### config.mk
export PLATFORM = sky130hd
export DESIGN_NAME = act_skew_feeder_flat
export DESIGN_NICKNAME = d
export VERILOG_FILES = /design/src/rtl/act_skew_feeder_if.sv /design/src/rtl/act_skew_feeder.sv /design/src/flat_wrapper.sv
export SDC_FILE = /design/constraint.sdc
export NUM_CORES = 1
export LEC_CHECK = 0
export CAP_MARGIN = 20
export CORE_MARGIN = 3
export CORE_UTILIZATION = 40
export CTS_CLUSTER_SIZE = 25
export DETAILED_ROUTE_END_ITERATION = 6
export SLEW_MARGIN = 30
export SYNTH_ARGS = -nofsm -noshare
export SYNTH_HDL_FRONTEND = slang
export SYNTH_SLANG_ARGS = --single-unit
### constraint.sdc
create_clock -name clk -period 5.99 [get_ports clk]
set_clock_uncertainty 0.2 [all_clocks]
set_input_delay 0.8985 -clock clk [delete_from_list [all_inputs] [get_ports clk]]
set_output_delay 0.8985 -clock clk [all_outputs]
set_load 0.1 [all_outputs]
### src/rtl/act_skew_feeder_if.sv
// Activation input stream interface for act_skew_feeder.
// Carries one 3-lane signed activation vector per accepted transfer.
//   in_valid            upstream vector valid (master -> slave)
//   in_ready            feeder FIFO can accept a vector (slave -> master)
//   in_data_0/1/2       lane data, ACC_W bits each, signed (master -> slave)
interface act_skew_feeder_if #(
  parameter int ACC_W = 16
);
  logic                    in_valid;
  logic                    in_ready;
  logic signed [ACC_W-1:0] in_data_0;
  logic signed [ACC_W-1:0] in_data_1;
  logic signed [ACC_W-1:0] in_data_2;

  modport master (
    output in_valid,
    output in_data_0,
    output in_data_1,
    output in_data_2,
    input  in_ready
  );

  modport slave (
    input  in_valid,
    input  in_data_0,
    input  in_data_1,
    input  in_data_2,
    output in_ready
  );
endinterface

### src/rtl/act_skew_feeder.sv
// Activation skew feeder: buffers 3-lane activation vectors in a small FIFO and,
// per tile of k_len vectors, streams them to a MAC row with a diagonal skew
// (lane n delayed by n extra cycles). Each tile starts with a one-cycle
// accumulator clear and ends with a one-cycle done pulse.
//
// Ports:
//   clk                 rising-edge clock
//   rst                 synchronous active-low reset
//   in_if               input vector stream (slave side of act_skew_feeder_if)
//   start, k_len        begin a tile of k_len vectors (sampled only when idle)
//   a_out_0/1/2         skewed lane data to the MAC row
//   valid_out_0/1/2     per-lane valid to the MAC row
//   clear_out           accumulator clear pulse
//   busy                tile in progress
//   done                one-cycle tile-complete pulse
//
// Build option: define FEEDER_ZERO_PAD_EN to force a_out_n to zero whenever
// valid_out_n is low; otherwise a_out_n holds its last valid value.
module act_skew_feeder #(
  parameter int ACC_W = 16,
  parameter int DEPTH = 4,
  parameter int KW    = 8
) (
  input  logic                    clk,
  input  logic                    rst,
  act_skew_feeder_if.slave        in_if,
  input  logic                    start,
  input  logic [KW-1:0]           k_len,
  output logic signed [ACC_W-1:0] a_out_0,
  output logic signed [ACC_W-1:0] a_out_1,
  output logic signed [ACC_W-1:0] a_out_2,
  output logic                    valid_out_0,
  output logic                    valid_out_1,
  output logic                    valid_out_2,
  output logic                    clear_out,
  output logic                    busy,
  output logic                    done
);

  localparam int AW = $clog2(DEPTH);

  typedef enum logic [1:0] {StIdle, StClear, StStream, StDrain} state_e;

  state_e                  state_q;
  logic [KW-1:0]           k_len_q;
  logic [KW-1:0]           pop_cnt_q;
  logic                    drain_q;

  // Pointers carry one extra wrap bit so full and empty are distinguishable.
  logic [AW:0]             wr_ptr_q;
  logic [AW:0]             rd_ptr_q;
  logic signed [ACC_W-1:0] mem0_q [DEPTH];
  logic signed [ACC_W-1:0] mem1_q [DEPTH];
  logic signed [ACC_W-1:0] mem2_q [DEPTH];

  // Skew stages: lane 1 needs one extra register, lane 2 needs two.
  logic                    pv1_q;
  logic                    pv2_q;
  logic signed [ACC_W-1:0] sk1_q;
  logic signed [ACC_W-1:0] sk2a_q;
  logic signed [ACC_W-1:0] sk2b_q;

  logic full;
  logic empty;
  logic push;
  logic pop;

  always_comb begin
    empty = (wr_ptr_q == rd_ptr_q);
    full  = (wr_ptr_q[AW-1:0] == rd_ptr_q[AW-1:0]) && (wr_ptr_q[AW] != rd_ptr_q[AW]);
    push  = in_if.in_valid && !full;
    // pop_cnt_q < k_len_q always holds in StStream, so no count check is needed.
    pop   = (state_q == StStream) && !empty;
  end

  assign in_if.in_ready = !full;
  assign busy           = (state_q != StIdle);

  // Storage is not reset; the pointers alone define what is valid.
  always_ff @(posedge clk) begin
    if (push) begin
      mem0_q[wr_ptr_q[AW-1:0]] <= in_if.in_data_0;
      mem1_q[wr_ptr_q[AW-1:0]] <= in_if.in_data_1;
      mem2_q[wr_ptr_q[AW-1:0]] <= in_if.in_data_2;
    end
  end

  always_ff @(posedge clk) begin
    if (!rst) begin
      state_q     <= StIdle;
      k_len_q     <= '0;
      pop_cnt_q   <= '0;
      drain_q     <= 1'b0;
      wr_ptr_q    <= '0;
      rd_ptr_q    <= '0;
      pv1_q       <= 1'b0;
      pv2_q       <= 1'b0;
      sk1_q       <= '0;
      sk2a_q      <= '0;
      sk2b_q      <= '0;
      a_out_0     <= '0;
      a_out_1     <= '0;
      a_out_2     <= '0;
      valid_out_0 <= 1'b0;
      valid_out_1 <= 1'b0;
      valid_out_2 <= 1'b0;
      clear_out   <= 1'b0;
      done        <= 1'b0;
    end else begin
      if (push) wr_ptr_q <= wr_ptr_q + 1'b1;
      if (pop)  rd_ptr_q <= rd_ptr_q + 1'b1;

      clear_out <= (state_q == StIdle) && start;
      done      <= (state_q == StDrain) && drain_q;

      unique case (state_q)
        StIdle: begin
          if (start) begin
            k_len_q   <= k_len;
            pop_cnt_q <= '0;
            state_q   <= StClear;
          end
        end
        StClear: begin
          drain_q <= 1'b0;
          state_q <= (k_len_q == '0) ? StDrain : StStream;
        end
        StStream: begin
          if (pop) begin
            pop_cnt_q <= pop_cnt_q + 1'b1;
            if (pop_cnt_q + KW'(1) == k_len_q) begin
              drain_q <= 1'b0;
              state_q <= StDrain;
            end
          end
        end
        StDrain: begin
          drain_q <= 1'b1;
          if (drain_q) state_q <= StIdle;
        end
        default: state_q <= StIdle;
      endcase

      // Skew pipeline: lane n of a vector popped in cycle P appears in P+1+n.
      pv1_q       <= pop;
      pv2_q       <= pv1_q;
      valid_out_0 <= pop;
      valid_out_1 <= pv1_q;
      valid_out_2 <= pv2_q;
      if (pop) begin
        sk1_q  <= mem1_q[rd_ptr_q[AW-1:0]];
        sk2a_q <= mem2_q[rd_ptr_q[AW-1:0]];
      end
      if (pv1_q) sk2b_q <= sk2a_q;

`ifdef FEEDER_ZERO_PAD_EN
      a_out_0 <= pop   ? mem0_q[rd_ptr_q[AW-1:0]] : '0;
      a_out_1 <= pv1_q ? sk1_q : '0;
      a_out_2 <= pv2_q ? sk2b_q : '0;
`else
      if (pop)   a_out_0 <= mem0_q[rd_ptr_q[AW-1:0]];
      if (pv1_q) a_out_1 <= sk1_q;
      if (pv2_q) a_out_2 <= sk2b_q;
`endif
    end
  end

endmodule

### src/flat_wrapper.sv
// flat-port wrapper written by rule: the top's interface ports become plain ports
module act_skew_feeder_flat 
#(
  parameter int ACC_W = 16,
  parameter int DEPTH = 4,
  parameter int KW    = 8
)
  (clk, rst, start, k_len, a_out_0, a_out_1, a_out_2, valid_out_0, valid_out_1, valid_out_2, clear_out, busy, done, in_if_in_valid, in_if_in_data_0, in_if_in_data_1, in_if_in_data_2, in_if_in_ready);
  act_skew_feeder_if #(.ACC_W(ACC_W)) in_if_i ();
  input  logic clk;
  input  logic rst;
  input  logic start;
  input  logic [KW-1:0] k_len;
  output logic signed [ACC_W-1:0] a_out_0;
  output logic signed [ACC_W-1:0] a_out_1;
  output logic signed [ACC_W-1:0] a_out_2;
  output logic valid_out_0;
  output logic valid_out_1;
  output logic valid_out_2;
  output logic clear_out;
  output logic busy;
  output logic done;
  input wire logic [$bits(in_if_i.in_valid)-1:0] in_if_in_valid;
  input wire logic [$bits(in_if_i.in_data_0)-1:0] in_if_in_data_0;
  input wire logic [$bits(in_if_i.in_data_1)-1:0] in_if_in_data_1;
  input wire logic [$bits(in_if_i.in_data_2)-1:0] in_if_in_data_2;
  output wire logic [$bits(in_if_i.in_ready)-1:0] in_if_in_ready;
  assign in_if_i.in_valid = in_if_in_valid;
  assign in_if_i.in_data_0 = in_if_in_data_0;
  assign in_if_i.in_data_1 = in_if_in_data_1;
  assign in_if_i.in_data_2 = in_if_in_data_2;
  assign in_if_in_ready = in_if_i.in_ready;
  act_skew_feeder #(.ACC_W(ACC_W), .DEPTH(DEPTH), .KW(KW)) u_core (.clk(clk), .rst(rst), .in_if(in_if_i), .start(start), .k_len(k_len), .a_out_0(a_out_0), .a_out_1(a_out_1), .a_out_2(a_out_2), .valid_out_0(valid_out_0), .valid_out_1(valid_out_1), .valid_out_2(valid_out_2), .clear_out(clear_out), .busy(busy), .done(done));
endmodule
==> run metrics, run 1 <==
outcome finished, final reports clean; worst hold path stage count 2; DRC 0; Final Hold Violating Endpoints 0; hold buffers post-CTS 0; Post-synth EDFFs 192; HPWL Detailed 13,670 um; Cell variety after synth 43; routed via count 6,505; Peak Freq 0.2651 GHz; Worst R2R End u_core.state_q[0]; crit path max fanout 14; VDD IR max 201.9 uV; Inserted Diodes 0; antenna-violating nets left 0; Die W 180.0 um; post-route cell area 14,650 um^2; post-place instance area 13,630 um^2; layout cells sized above 1 12.01%; total CTS buffers 34; commonest non-fill, non-tap cells in the layout edfxtp_1 (192), dfxtp_1 (122), nand2_1 (121); CTS H-tree lvls 2; largest net degree at the start of global routing 129; total placed cells including tap cells 1,271; worst r2r src u_core.pop_cnt_q[0]; CP endpoint kind primary output; worst hold path class reg2reg; Slowest Stage Delay on Critical Path 1160 ps; Post-synth top flop edfxtp_1; Psw 1.206 mW; part of the Yosys area used for sequential elements 68.44%; Setup crit start u_core.state_q[0]; CTS Root Cell clkbuf_16; Sw Share 24.26%; Sink Count 318; GR Overflow Total 0; core region area 29,720 um^2; Die ar. 32,400 um^2; WL/cell 17.31 um; GP Congestion 0.7226; vias in the first global route 6,511; initial antenna violation count 2; Initial DRC Count 345; I/O Buffers 114; 1st-pass router iterations 4; Seq cells post-synth 318; Most Frequent Cell on Critical Path inv_1; first-pass GRT wire length 36,440 um; hold path start u_core.sk1_q[15]; logic gate share of total power 11.8%; Seq pwr share 50.1%; final setup vio count 0; fraction of registers with async set/reset 0%; Final min period 3772 ps; mapped cell area 12,110 um^2; number of buffers and inverters on the critical path 3; final cell count without fillers 1,331; internal power 3.766 mW; Reg2Reg Setup Slack 3310 ps; delay-heaviest family, CP buffers and inverters; Final #Nets 987; filler instances 2,538; PD cells 339.5 nW/um^2; CTS tree done; post-cts resize count 0; Routed WL 23,040 um; synthesized instance count 808; Crit-path slowest cell clkdlybuf4s50_1; unrepaired setup endpoints after global routing no; Synth Net Count 878; final slew viol count 0; I/O pins 115; worst-margin pin slew 1001 ps; Worst-path clk slew 60 ps; crit share post-route 62.96%; leakage 4.591 nW; row cnt 63; Post-CTS Setup Bufs 0; Synth Area per Inst 14.99 um^2; # Max-Cap Violations 0; Hold Path Sink u_core.sk1_q[15]; Clk pwr share 38.1%; CP Launch Type flop; critical path cell sequence inv_1, ha_1, inv_1, clkdlybuf4s50_1; reg2reg path depth 7; Global Route Usage Sum 13.96%; area delta synth->final 20.97%; Initial Utilization 40.75%; clock latency on the worst-skew pair 510 ps; Worst EP required 4890 ps; Die Ht 180.0 um; Setup TNS 0 ps; vias per cell 4.887; commonest non-fill, non-tap cell in the layout edfxtp_1; Worst Path Arrival 2670 ps; Ys Warns 0; headroom to the max-slew limit 33.07%; critical path class reg2out; Max clock buf depth 3
-- cells in the mapped netlist, types with 6 or more instances --
master | instances | area (um^2)
a21boi_0 | 64 | 480.5
nor3_1 | 7 | 35.03
ha_1 | 10 | 125.1
buf_2 | 9 | 45.04
nor2b_1 | 51 | 319.1
mux2i_1 | 50 | 500.5
edfxtp_1 | 192 | 5766
nand2_1 | 122 | 457.9
nand3_1 | 14 | 70.07
xnor2_1 | 14 | 122.6
clkbuf_1 | 34 | 127.6
and3_1 | 6 | 37.54
o21a_1 | 6 | 45.04
dfxtp_1 | 126 | 2522
mux4_2 | 48 | 1081
inv_1 | 7 | 26.28
and2_1 | 7 | 43.79
-- worst min-delay path: cells and delay by family, from the launching register on --
family | cells | cell delay [ps]
DFF | 1 | 310
AOI/OAI and AO/OA | 1 | 60
and+or+nand+nor | 1 | 50
-- metal layers --
layer / vias to the layer above / GRT usage, % / share of wire [%]
met4: 4 / 3.280 / 1.5
met1: 3155 / 20.02 / 48
met2: 142 / 21.65 / 45
met3: 33 / 3.440 / 5.5
li1: 3171 / - / -
met5: - / 0 / 0.11
-- kinds of logic after synthesis --
group	count (synthesis)	synth area share, %
flip-flops	318	68.44
adder cells (fa/ha/maj)	10	1.033
AND/OR/NAND/NOR	226	9.114
multiplexers	98	13.06
XOR/XNOR	17	1.230
AO/OA/AOI/OAI	84	5.259
buffers and inverters	55	1.860
-- worst max path at each step --
stage,cells after the start,end,slack [ps]
global route,4,busy,2110
floorplan,4,u_core.mem0_q[3][0],2590
finish,4,busy,2220
global placement,1,valid_out_0,2510
CTS,1,valid_out_1,2100
detailed placement,1,valid_out_1,2620
-- state kept, by name, summed over array words and instances, names as in the netlist --
register and count:
u_core.a_out_2 16, u_core.valid_out_1 1, u_core.valid_out_0 1, u_core.state_q 2, u_core.a_out_0 16, u_core.sk2a_q 16, u_core.valid_out_2 1, u_core.a_out_1 16
u_core.mem2_q 64, u_core.mem0_q 64, u_core.pop_cnt_q 8, u_core.clear_out 1, u_core.rd_ptr_q 3, u_core.mem1_q 64, u_core.k_len_q 8, u_core.sk1_q 16
u_core.drain_q 1, u_core.wr_ptr_q 3, u_core.sk2b_q 16, u_core.done 1
-- per-stage QoR --
step                total power [mW]  worst slack, ps  hold WS [ps]  util, %
finish                         4.973             2218         264.3    49.29
global route                   5.188             2114         288.4    49.29
CTS                            5.050             2099         266.4    49.29
detailed placement             3.133             2623         259.2    45.85
global placement               3.127             2509         257.5    45.80
floorplan                      2.952             2588         243.1        -
-- power by group through the flow --
stage	sequential (mW)	clock (mW)	combinational, mW
after floorplan	2.60	0	0.356
after global placement	2.54	0	0.591
after detailed placement	2.54	0	0.594
after CTS	2.49	1.96	0.596
after global routing	2.50	2.05	0.638
final	2.49	1.89	0.585
-- layout make-up --
class / instances / area (um^2) / share of cell area [%]
well taps: 390 / 488.0 / 3.331
inverters: 7 / 26.28 / 0.1794
repair buffers: 121 / 1199 / 8.183
clock buffers: 48 / 944.7 / 6.449
flip-flops and latches: 318 / 8298 / 56.65
clock inverters: 12 / 75.07 / 0.5125
multi-input cells: 435 / 3617 / 24.69
Power figures use the tool's default switching activity.
==> inputs of run 2 (changes only) <==
==> constraint.sdc (replaced) <==
create_clock -name clk -period 3.54 [get_ports clk]
set_clock_uncertainty 0.2 [all_clocks]
set_input_delay 0.531 -clock clk [delete_from_list [all_inputs] [get_ports clk]]
set_output_delay 0.531 -clock clk [all_outputs]
set_load 0.1 [all_outputs]
==> run 2 against run 1 <==
Against the previous run: sequential power rose by 69%; die area unchanged; worst setup slack got worse by 1400 ps; sequential share of layout area shrank 0.50 points; clock-buffer cell count up 5; critical path type unchanged; cell count rose by 0.68%; combinational power rose by 74%; clock power grew 81%; power grew 74%; sequential cell count unchanged; register-to-register slack worse by 2400 ps; first-iteration DRC count grew 39%.
==> run metrics, run 2 (synthesis results as in run 1) <==
outcome finished, final reports clean; commonest non-fill, non-tap cells in the layout edfxtp_1 (192), dfxtp_1 (123), nand2_1 (121); number of buffers and inverters on the critical path 1; core region area 29,720 um^2; PD cells 585.5 nW/um^2; Worst EP required 2810 ps; worst r2r src u_core.pop_cnt_q[0]; routed via count 6,618; Worst-path clk slew 60 ps; Slowest Stage Delay on Critical Path 1150 ps; worst-margin pin slew 987.8 ps; clock latency on the worst-skew pair 510 ps; first-pass GRT wire length 37,610 um; vias per cell 4.939; Setup crit start u_core.a_out_1[10]; Crit-path slowest cell clkdlybuf4s50_1; Final #Nets 994; antenna-violating nets left 0; CP Launch Type flop; I/O Buffers 114; post-route cell area 14,770 um^2; GP Congestion 0.7544; worst hold path class reg2reg; hold path start u_core.sk2a_q[0]; VDD IR max 406.7 uV; Setup TNS 0 ps; I/O pins 115; # Max-Cap Violations 0; post-cts resize count 0; CTS tree done; unrepaired setup endpoints after global routing no; Initial Utilization 40.75%; Final min period 2739 ps; row cnt 63; 1st-pass router iterations 4; Die ar. 32,400 um^2; critical path class reg2out; Worst Path Arrival 2010 ps; Peak Freq 0.3651 GHz; CTS Root Cell clkbuf_16; Die W 180.0 um; total CTS buffers 36; headroom to the max-slew limit 33.94%; Die Ht 180.0 um; filler instances 2,532; HPWL Detailed 13,930 um; initial antenna violation count 3; CTS H-tree lvls 2; area delta synth->final 21.99%; Initial DRC Count 480; Sink Count 318; WL/cell 17.40 um; Max clock buf depth 3; critical path cell sequence clkdlybuf4s50_1; Post-CTS Setup Bufs 0; DRC 0; CP endpoint kind primary output; vias in the first global route 6,786; crit path max fanout 2; GR Overflow Total 0; Routed WL 23,310 um; final slew viol count 0; commonest non-fill, non-tap cell in the layout edfxtp_1; Inserted Diodes 0; crit share post-route 77.38%; post-place instance area 13,680 um^2; leakage 4.680 nW; final setup vio count 0; Global Route Usage Sum 14.44%; delay-heaviest family, CP buffers and inverters; largest net degree at the start of global routing 93; hold buffers post-CTS 0; layout cells sized above 1 14.21%; Final Hold Violating Endpoints 0
run 2: metal layers:
metal	share of wire, %	routed length (um)	track usage [%]
met1	47	10860	20.30
met2	46	10640	22.28
met3	5.9	1377	3.642
met4	1.7	387	4.486
met5	0.20	47	0
run 2: cell type report:
type / instances / area (um^2) / share of cell area (%)
sequential: 318 / 8294 / 56.15
multi-input combinational: 435 / 3612 / 24.45
timing repair buffer: 126 / 1257 / 8.513
clock buffer: 53 / 984.7 / 6.666
tap: 390 / 488.0 / 3.303
clock inverter: 11 / 108.9 / 0.7369
inverter: 7 / 26.28 / 0.1779
run 2: worst min-delay path, cell delays in order, from the launching register on:
cell	delay, ps
dfxtp_1	300
nand2_1	40
a21boi_0	60
run 2: power breakdown:
group	switching [mW]	leakage, nW	internal [mW]	total (mW)
clock network	1.41	0.528	2.02	3.43
registers	0.0831	2.78	4.12	4.20
logic	0.620	1.37	0.400	1.02
total	2.11	4.68	6.54	8.65
run 2: path summary, 6_finish.rpt:
path / to / slack (ps) / depth (start not counted)
setup reg to reg: u_core.state_q[0] / 920 / 7
hold reg to reg: u_core.sk2a_q[0] / 260 / 2
setup / recovery: a_out_1[10] / 800 / 1
hold / removal: u_core.sk2a_q[0] / 260 / 2
run 2: metrics by stage:
stage,cells,power [mW],hold WS [ps],utilization (%),setup WS [ps]
final,1340,8.648,262.1,49.71,800.7
after global routing,1340,9.016,284.9,49.71,731.8
after CTS,1340,8.779,266.1,49.71,754.9
after detailed placement,1276,5.318,258.6,46.03,903.7
after global placement,1276,5.304,253.9,46.01,946.3
after floorplan,808,4.996,243.1,-,138.0
==> inputs of run 3 (changes only) <==
==> constraint.sdc (replaced) <==
create_clock -name clk -period 2.4 [get_ports clk]
set_clock_uncertainty 0.2 [all_clocks]
set_input_delay 0.36 -clock clk [delete_from_list [all_inputs] [get_ports clk]]
set_output_delay 0.36 -clock clk [all_outputs]
set_load 0.1 [all_outputs]
==> run 3 against run 2 <==
Against the previous run: register-to-register slack got worse by 810 ps; power is 51% higher; wire length is 1.9% higher; design area increased by 2.1%; hold slack worse by 160 ps; sequential power up 48%; sequential share of layout area fell by 1.1 points; combinational power increased by 61%; first-iteration DRC count shrank 21%; clock power up 51%; highest routed layer unchanged.
==> run metrics, run 3 (synthesis results as in run 1) <==
worst hold path stage count 2; worst-margin pin slew 753.0 ps; largest net degree at the start of global routing 53; Reg2Reg Setup Slack 110 ps; Die W 180.0 um; worst hold path class in2reg; Seq pwr share 47.7%; headroom to the max-slew limit 49.80%; unrepaired setup endpoints after global routing no; PD cells 863.5 nW/um^2; total power 13.02 mW; clock latency on the worst-skew pair 510 ps; Final #Nets 1,015; Final Util 50.73%; HPWL Detailed 14,660 um; Die Ht 180.0 um; commonest non-fill, non-tap cells in the layout edfxtp_1 (192), nand2_1 (121), dfxtp_1 (118); leakage 4.944 nW; number of buffers and inverters on the critical path 0; CTS tree done; GP Congestion 0.7861; DRC 0; Worst EP required 2600 ps; Slowest Stage Delay on Critical Path 410 ps; Crit-path slowest cell or3_4; Clk pwr share 39.7%; Inserted Diodes 0; commonest non-fill, non-tap cell in the layout edfxtp_1; Sink Count 318; critical path class reg2reg; CP Launch Type flop; CTS H-tree lvls 2; logic gate share of total power 12.6%; Max clock buf depth 3; GR Overflow Total 0; CP endpoint kind flop; critical path cell sequence ha_4, nand3_1, or2_2, xnor2_1, o31a_1, or3_4, o221a_1; Worst R2R End u_core.state_q[0]; I/O pins 115; reg2reg path depth 7; CTS Root Cell clkbuf_16; delay-heaviest family, CP simple AND/OR/NAND/NOR gates; Peak Freq 0.4363 GHz; antenna-violating nets left 0; routed via count 6,693; crit path max fanout 4; I/O Buffers 114; outcome finished, final reports clean; Final min period 2292 ps; Initial DRC Count 381; area delta synth->final 24.51%; worst r2r src u_core.pop_cnt_q[1]; initial antenna violation count 3; VDD IR max 643.5 uV; total CTS buffers 35; Final Hold Violating Endpoints 0; 1st-pass router iterations 4; Worst-path clk slew 60 ps; WL/cell 17.43 um; Initial Utilization 40.75%; Worst Path Arrival 2490 ps; Hold Path Sink u_core.sk1_q[13]; crit share post-route 95.50%; vias per cell 4.914; final setup vio count 0; Die ar. 32,400 um^2; Post-CTS Setup Bufs 0; layout cells sized above 1 22.12%; hold path start rst; internal power 9.839 mW; first-pass GRT wire length 38,650 um; Setup TNS 0 ps; Sw Share 24.42%; core region area 29,720 um^2; Routed WL 23,740 um; final slew viol count 0; row cnt 63; Global Route Usage Sum 14.80%; vias in the first global route 6,875; # Max-Cap Violations 0; Psw 3.180 mW
run 3: changes by cell type in the layout (fill, tap and decap cells not counted), moves of 3 or more:
cell | before | now
buf_12 | 5 | 15
clkbuf_1 | 15 | 4
dfxtp_1 | 123 | 118
and3_4 | 0 | 4
and3_2 | 4 | 0
clkdlybuf4s50_1 | 98 | 58
buf_4 | 22 | 75
dfxtp_2 | 2 | 7
xnor2_1 | 14 | 11
clkinv_2 | 3 | 9
run 3: per-layer routing:
metal  global-route usage [%]  share of wire [%]  vias up
met5                        0               0.17        -
met4                    4.208                1.5        6
met3                    3.824                5.2       35
met2                    23.58                 46      128
met1                    20.23                 47     3272
li1                         -                  -     3252
run 3: power by group through the flow:
stage | Combinational (mW) | Sequential [mW] | Clock (mW)
2_1_floorplan | 0.911 | 6.48 | 0
3_3_place_gp | 1.66 | 6.32 | 0
3_5_place_dp | 1.66 | 6.33 | 0
4_1_cts | 1.67 | 6.22 | 5.33
5_1_grt | 1.79 | 6.24 | 5.55
6_report | 1.64 | 6.22 | 5.17
run 3: area by class of cell:
type,count,area [um^2]
Fill cell,2480,14640
Sequential cell,318,8300
Multi-Input combinational cell,435,3685
Timing Repair Buffer,148,1444
Clock buffer,45,996.0
Tap cell,390,488.0
Clock inverter,19,137.6
Inverter,7,26.28
run 3: worst max-delay path by stage:
stage	cells after the start	end	start	slack, ps
after global placement	7	u_core.state_q[0]	u_core.pop_cnt_q[1]	110
final	7	u_core.state_q[0]	u_core.pop_cnt_q[1]	110
after detailed placement	7	u_core.state_q[0]	u_core.pop_cnt_q[1]	80
after global routing	6	u_core.state_q[0]	u_core.pop_cnt_q[3]	6
after floorplan	6	u_core.wr_ptr_q[2]	u_core.rd_ptr_q[1]	-280
after CTS	4	in_if_in_ready	u_core.rd_ptr_q[2]	20
run 3: what timing repair did:
item                                    CTS  global route
gates resized for setup                   0             3
endpoints found under the setup margin    0             2
hold buffers                              0             0
run 3: metrics by stage:
stage	cells	area [um^2]	worst slack (ps)	hold WS (ps)
after global routing	1362	15080	6.060	111.8
after global placement	1298	13930	113.4	251.1
final	1362	15080	108.0	106.4
after floorplan	808	12200	-280.4	243.1
after CTS	1362	15070	15.91	82.62
after detailed placement	1298	13930	78.90	256.7
